==> src/rtl/gtx_rate_ctrl.sv <==
// GTX TX rate controller: applies the requested divider rate, pulses the GTX reset,
// waits for a settled PLL lock, runs the downstream clock test and reports readiness.
module gtx_rate_ctrl #(
  parameter int RST_CYCLES   = 8,
  parameter int SETTLE       = 4,
  parameter int LOCK_TIMEOUT = 4096,
  parameter int DONE_TIMEOUT = 4096,
  parameter int FAULT_WAIT   = 16
) (
  input  logic       CLK,
  input  logic       RST,
  input  logic       RATE_REQ,
  input  logic       PLLLKDET,
  input  logic       GTXTEST_DONE,
  output logic       TX_RATE,
  output logic       GTX_RST,
  output logic       ENA,
  output logic       TX_READY,
  output logic [3:0] ERR_CNT,
  output logic [2:0] STATE
);

  localparam int RW = $clog2(RST_CYCLES + 1);
  localparam int SW = $clog2(SETTLE + 1);
  localparam int LW = $clog2(LOCK_TIMEOUT + 1);
  localparam int DW = $clog2(DONE_TIMEOUT + 1);
  localparam int FW = $clog2(FAULT_WAIT + 1);

  localparam logic [RW-1:0] RST_LAST    = RW'(RST_CYCLES - 1);
  localparam logic [SW-1:0] SETTLE_LAST = SW'(SETTLE - 1);
  localparam logic [LW-1:0] LOCK_LAST   = LW'(LOCK_TIMEOUT - 1);
  localparam logic [DW-1:0] DONE_LAST   = DW'(DONE_TIMEOUT - 1);
  localparam logic [FW-1:0] FAULT_LAST  = FW'(FAULT_WAIT - 1);

  typedef enum logic [2:0] {
    ST_APPLY     = 3'd0,
    ST_PLLRST    = 3'd1,
    ST_WAIT_LOCK = 3'd2,
    ST_TEST      = 3'd3,
    ST_READY     = 3'd4,
    ST_FAULT     = 3'd5
  } state_t;

  state_t          state_q, state_d;
  logic [1:0]      sync_q;
  logic            lock;
  logic [RW-1:0]   rst_cnt_q, rst_cnt_d;
  logic [SW-1:0]   settle_q, settle_d;
  logic [LW-1:0]   lock_to_q, lock_to_d;
  logic [DW-1:0]   done_to_q, done_to_d;
  logic [FW-1:0]   flt_cnt_q, flt_cnt_d;
  logic            tx_rate_q, tx_rate_d;
  logic            gtx_rst_q, gtx_rst_d;
  logic            ena_q, ena_d;
  logic            tx_ready_q, tx_ready_d;
  logic [3:0]      err_cnt_q, err_cnt_d;

  assign lock = sync_q[1];

  always_ff @(posedge CLK or posedge RST) begin
    if (RST) begin
      state_q    <= ST_APPLY;
      sync_q     <= '0;
      rst_cnt_q  <= '0;
      settle_q   <= '0;
      lock_to_q  <= '0;
      done_to_q  <= '0;
      flt_cnt_q  <= '0;
      tx_rate_q  <= 1'b1;
      gtx_rst_q  <= 1'b1;
      ena_q      <= 1'b0;
      tx_ready_q <= 1'b0;
      err_cnt_q  <= '0;
    end else begin
      state_q    <= state_d;
      sync_q     <= {sync_q[0], PLLLKDET};
      rst_cnt_q  <= rst_cnt_d;
      settle_q   <= settle_d;
      lock_to_q  <= lock_to_d;
      done_to_q  <= done_to_d;
      flt_cnt_q  <= flt_cnt_d;
      tx_rate_q  <= tx_rate_d;
      gtx_rst_q  <= gtx_rst_d;
      ena_q      <= ena_d;
      tx_ready_q <= tx_ready_d;
      err_cnt_q  <= err_cnt_d;
    end
  end

  // Each counter only runs in its own state and reads zero on entry.
  always_comb begin
    state_d   = state_q;
    tx_rate_d = tx_rate_q;
    rst_cnt_d = '0;
    settle_d  = '0;
    lock_to_d = '0;
    done_to_d = '0;
    flt_cnt_d = '0;
    case (state_q)
      ST_APPLY: begin
        tx_rate_d = RATE_REQ;
        state_d   = ST_PLLRST;
      end
      ST_PLLRST: begin
        if (rst_cnt_q == RST_LAST) state_d = ST_WAIT_LOCK;
        else rst_cnt_d = rst_cnt_q + 1'b1;
      end
      ST_WAIT_LOCK: begin
        if (lock && settle_q == SETTLE_LAST) state_d = ST_TEST;
        else if (lock_to_q == LOCK_LAST) state_d = ST_FAULT;
        else begin
          settle_d  = lock ? settle_q + 1'b1 : '0;
          lock_to_d = lock_to_q + 1'b1;
        end
      end
      // Losing lock outranks a completion flag seen in the same cycle.
      ST_TEST: begin
        if (!lock) state_d = ST_PLLRST;
        else if (GTXTEST_DONE) state_d = ST_READY;
        else if (done_to_q == DONE_LAST) state_d = ST_FAULT;
        else done_to_d = done_to_q + 1'b1;
      end
      ST_READY: begin
        if (RATE_REQ != tx_rate_q) state_d = ST_APPLY;
        else if (!lock) state_d = ST_PLLRST;
      end
      ST_FAULT: begin
        if (flt_cnt_q == FAULT_LAST) state_d = ST_APPLY;
        else flt_cnt_d = flt_cnt_q + 1'b1;
      end
      default: state_d = ST_APPLY;
    endcase

    // Outputs are registered from the next state so they line up with STATE.
    gtx_rst_d  = state_d inside {ST_APPLY, ST_PLLRST, ST_FAULT};
    ena_d      = state_d inside {ST_TEST, ST_READY};
    tx_ready_d = (state_d == ST_READY);
    err_cnt_d  = err_cnt_q;
    if (state_d == ST_FAULT && state_q != ST_FAULT && err_cnt_q != 4'hF)
      err_cnt_d = err_cnt_q + 1'b1;
  end

  assign TX_RATE  = tx_rate_q;
  assign GTX_RST  = gtx_rst_q;
  assign ENA      = ena_q;
  assign TX_READY = tx_ready_q;
  assign ERR_CNT  = err_cnt_q;
  assign STATE    = state_q;

endmodule

==> config.mk <==
export PLATFORM = sky130hd
export DESIGN_NAME = gtx_rate_ctrl
export DESIGN_NICKNAME = d
export VERILOG_FILES = /design/src/rtl/gtx_rate_ctrl.sv
export SDC_FILE = /design/constraint.sdc
export NUM_CORES = 1
export LEC_CHECK = 0
export BUFFER_PORTS_ARGS = -buffer_cell sky130_fd_sc_hd__buf_4
export CAP_MARGIN = 10
export CORE_MARGIN = 2
export CORE_UTILIZATION = 60
export CTS_BUF_LIST = sky130_fd_sc_hd__clkbuf_4 sky130_fd_sc_hd__clkbuf_8
export DETAILED_ROUTE_END_ITERATION = 8
export PLACE_DENSITY = 0.79
export SYNTH_ARGS = -nofsm -noshare
export SYNTH_HDL_FRONTEND = slang
export SYNTH_SLANG_ARGS = --single-unit
==> constraint.sdc <==
create_clock -name CLK -period 4.9 [get_ports CLK]
set_input_delay 0.49 -clock CLK [delete_from_list [all_inputs] [get_ports CLK]]
set_output_delay 0.49 -clock CLK [all_outputs]
set_load 0.01 [all_outputs]
==> flow_metrics.tcl <==
set metrics [dict create \
    dieArea_mm2 0.00461 \
    end_kind "register" \
    cp-endpoint "ERR_CNT[1]" \
    synth_top_flop_cell "dfrtp_1" \
    grt_pass1_vias 1528 \
    tns_ps 0 \
    synth_edf_count 0 \
    layout_commonest_cell "dfrtp_1" \
    io_buffers 15 \
    ir_drop_mv 0.279 \
    gr-total-overflow 0 \
    dp_hpwl_um 2910 \
    worstRegToRegCells 6 \
    avgSynthCellArea_um2 10.9 \
    final_net_count 256 \
    power.density_mw_per_mm2 389 \
    reg2reg_to "ERR_CNT[1]" \
    die_w_um 67.9 \
    cp_slowest_stage_delay_ps 570 \
    worst_slew_pin_slew_ps 1030 \
    htree_levels 2 \
    r2r_start "done_to_q[0]" \
    post_drt_wl_per_cell_um 14.3 \
    placed_area_mm2 0.00260 \
    ff2ff_setup_slack_ps 2500 \
    async_reset_ff_share_pct 100 \
    slew_headroom_pct 31.3 \
    finalInstanceArea_mm2 0.00271 \
    cts_made_buffers 5 \
    synthCells 226 \
    grt_start_max_net_pins 52 \
    ys_seq_area_share_pct 52.1 \
    grt_setup_unrepaired "false" \
    finalClockSkew_ps 5.20 \
    switching_share_pct 31.0 \
    vias_per_cell 5.62 \
    fp-row-count 23 \
    hold_path_class "input port to register" \
    cp_slowest_cell "nor4_1" \
    cts_hold_buf 0 \
    worstSetupStartpoint "done_to_q[0]" \
    netlist_area_mm2 0.00245 \
    arrival_ps 2590 \
    coreArea_mm2 0.00397 \
    hold_ws_ps 290 \
    initial_core_util_pct 61.8 \
    path_class "register to register" \
    hold_violations 0 \
    p_seq_share_pct 50.2 \
    required_ps 5090 \
    drc 0 \
    ctsLongestPathBuffers 2 \
    ys_ff_latch 51 \
    cts_root_buffer "clkbuf_8" \
    final_antenna_net_count 0 \
    cts_resized 0 \
    drive_above_1_share_pct 16.7 \
    max_freq_mhz 416 \
    layout_min_cycle_time_ps 2400 \
    wl_um 4220 \
    p_switching_mw 0.326 \
    setup_viol 0 \
    clock_latency_ps 300 \
    slew_viol_final 0 \
    area_growth_pct 10.4 \
    synth.distinct_cells 46 \
    firstDrtPassIters 4 \
    vias 1658 \
    outcome "finished clean" \
    fin_util_pct 68.2 \
    cts_tree "built" \
    cell_internal_pwr_mw 0.727 \
    drt_iter0_markers 83 \
    antenna_found_initial 0 \
    combPwrFrac_pct 24.7 \
    die_y_um 67.9 \
    synthesis.nets 238 \
    place.gp.congestion 0.768 \
    finalCritPeriodShare_pct 49.0 \
    leakage_nw 1.18 \
    cp_max_fo 6 \
    cts_num_sinks 51 \
    io_pins 16 \
    diodes 0 \
    final_cell_mix "dfrtp_1 (49), nor2_1 (42), buf_4 (15), xnor2_1 (12), nand2_1 (12)" \
    cts_setup_buffers 0 \
    worstPathCellList "ha_1 > nand3_2 > nor4_1 > o221ai_4 > nor4_4 > mux2_1" \
    grt_pass1_wl_um 7010 \
    grtUsageTotal_pct 20.7 \
    clockPowerShare_pct 25.1 \
    yosys_warnings 0 \
    start_kind "register" \
    cts.clk_slew.worst_paths_ps 90 \
    drv_cap 0 \
]
## cells in the mapped netlist (4+ instances only)
| library cell | n | area (um^2) |
|---|---|---|
| nand2_1 | 12 | 45.0 |
| inv_1 | 8 | 30.0 |
| nor3_1 | 4 | 20.0 |
| nand2b_1 | 5 | 31.3 |
| a21oi_1 | 4 | 20.0 |
| xnor2_1 | 12 | 105 |
| nand3_1 | 11 | 55.1 |
| nor2_1 | 42 | 158 |
| nand4_1 | 7 | 43.8 |
| xor2_1 | 10 | 87.6 |
| dfrtp_1 | 49 | 1230 |
| ha_1 | 7 | 87.6 |
| and3_1 | 4 | 25.0 |
## state kept, by name (all words and copies together) (netlist names), 2 cells and up
signal and flops:
lock_to_q 13, settle_q 3, sync_q 2, rst_cnt_q 4, flt_cnt_q 5, done_to_q 13
STATE 3, ERR_CNT 4
## through the flow
stage,std cells,worst slack (ps),power (mW)
6_report,295,2500,1.05
5_1_grt,295,2320,1.11
4_1_cts,295,2510,1.06
3_5_place_dp,287,2540,0.799
3_3_place_gp,287,2580,0.787
2_1_floorplan,226,2710,0.703
## layer usage
metal	wire, um	up-vias	part of all wire (%)	GRT usage, %
met3	165	8	3.9	5.26
met5	0	-	0	0
met2	2080	26	49	33.1
met1	1910	809	45	27.4
met4	63	0	1.5	7.50
li1	-	815	-	-
## power groups by stage
stage               registers, mW  clock network (mW)  logic (mW)
CTS                         0.527               0.271       0.265
finish                      0.528               0.264       0.261
global placement            0.534                   0       0.253
global route                0.534               0.289       0.290
detailed placement          0.534                   0       0.264
floorplan                   0.535                   0       0.169
## cell type report
cell class,count,area [um^2]
Inverter,9,33.8
Timing Repair Buffer,15,113
Tap cell,50,62.6
Multi-Input combinational cell,162,1120
Fill cell,320,1260
Clock buffer,8,104
Sequential cell,51,1280
## worst min-delay path by stage
stage	start	end	slack, ps	cells past startpoint
CTS	PLLLKDET	sync_q[0]	280	1
global placement	sync_q[0]	sync_q[1]	330	0
global route	PLLLKDET	sync_q[0]	280	1
finish	PLLLKDET	sync_q[0]	290	1
detailed placement	sync_q[0]	sync_q[1]	340	0
floorplan	sync_q[0]	sync_q[1]	330	0
## critical path: cells and delay by family, from the launching register on
kind / cells / cell delay (ps)
fa+ha+maj: 1 / 210
mux: 1 / 360
flops: 1 / 410
simple gates: 3 / 1080
compound gates: 1 / 230
## kinds of logic after synthesis
| logic type | share of synthesized area [%] |
|---|---|
| simple gates | 24.5 |
| fa+ha+maj | 3.57 |
| xor+xnor | 8.52 |
| flops | 52.1 |
| compound gates | 7.09 |
| buf+inv | 2.35 |
| mux | 1.84 |
Power figures use the tool's default switching activity.
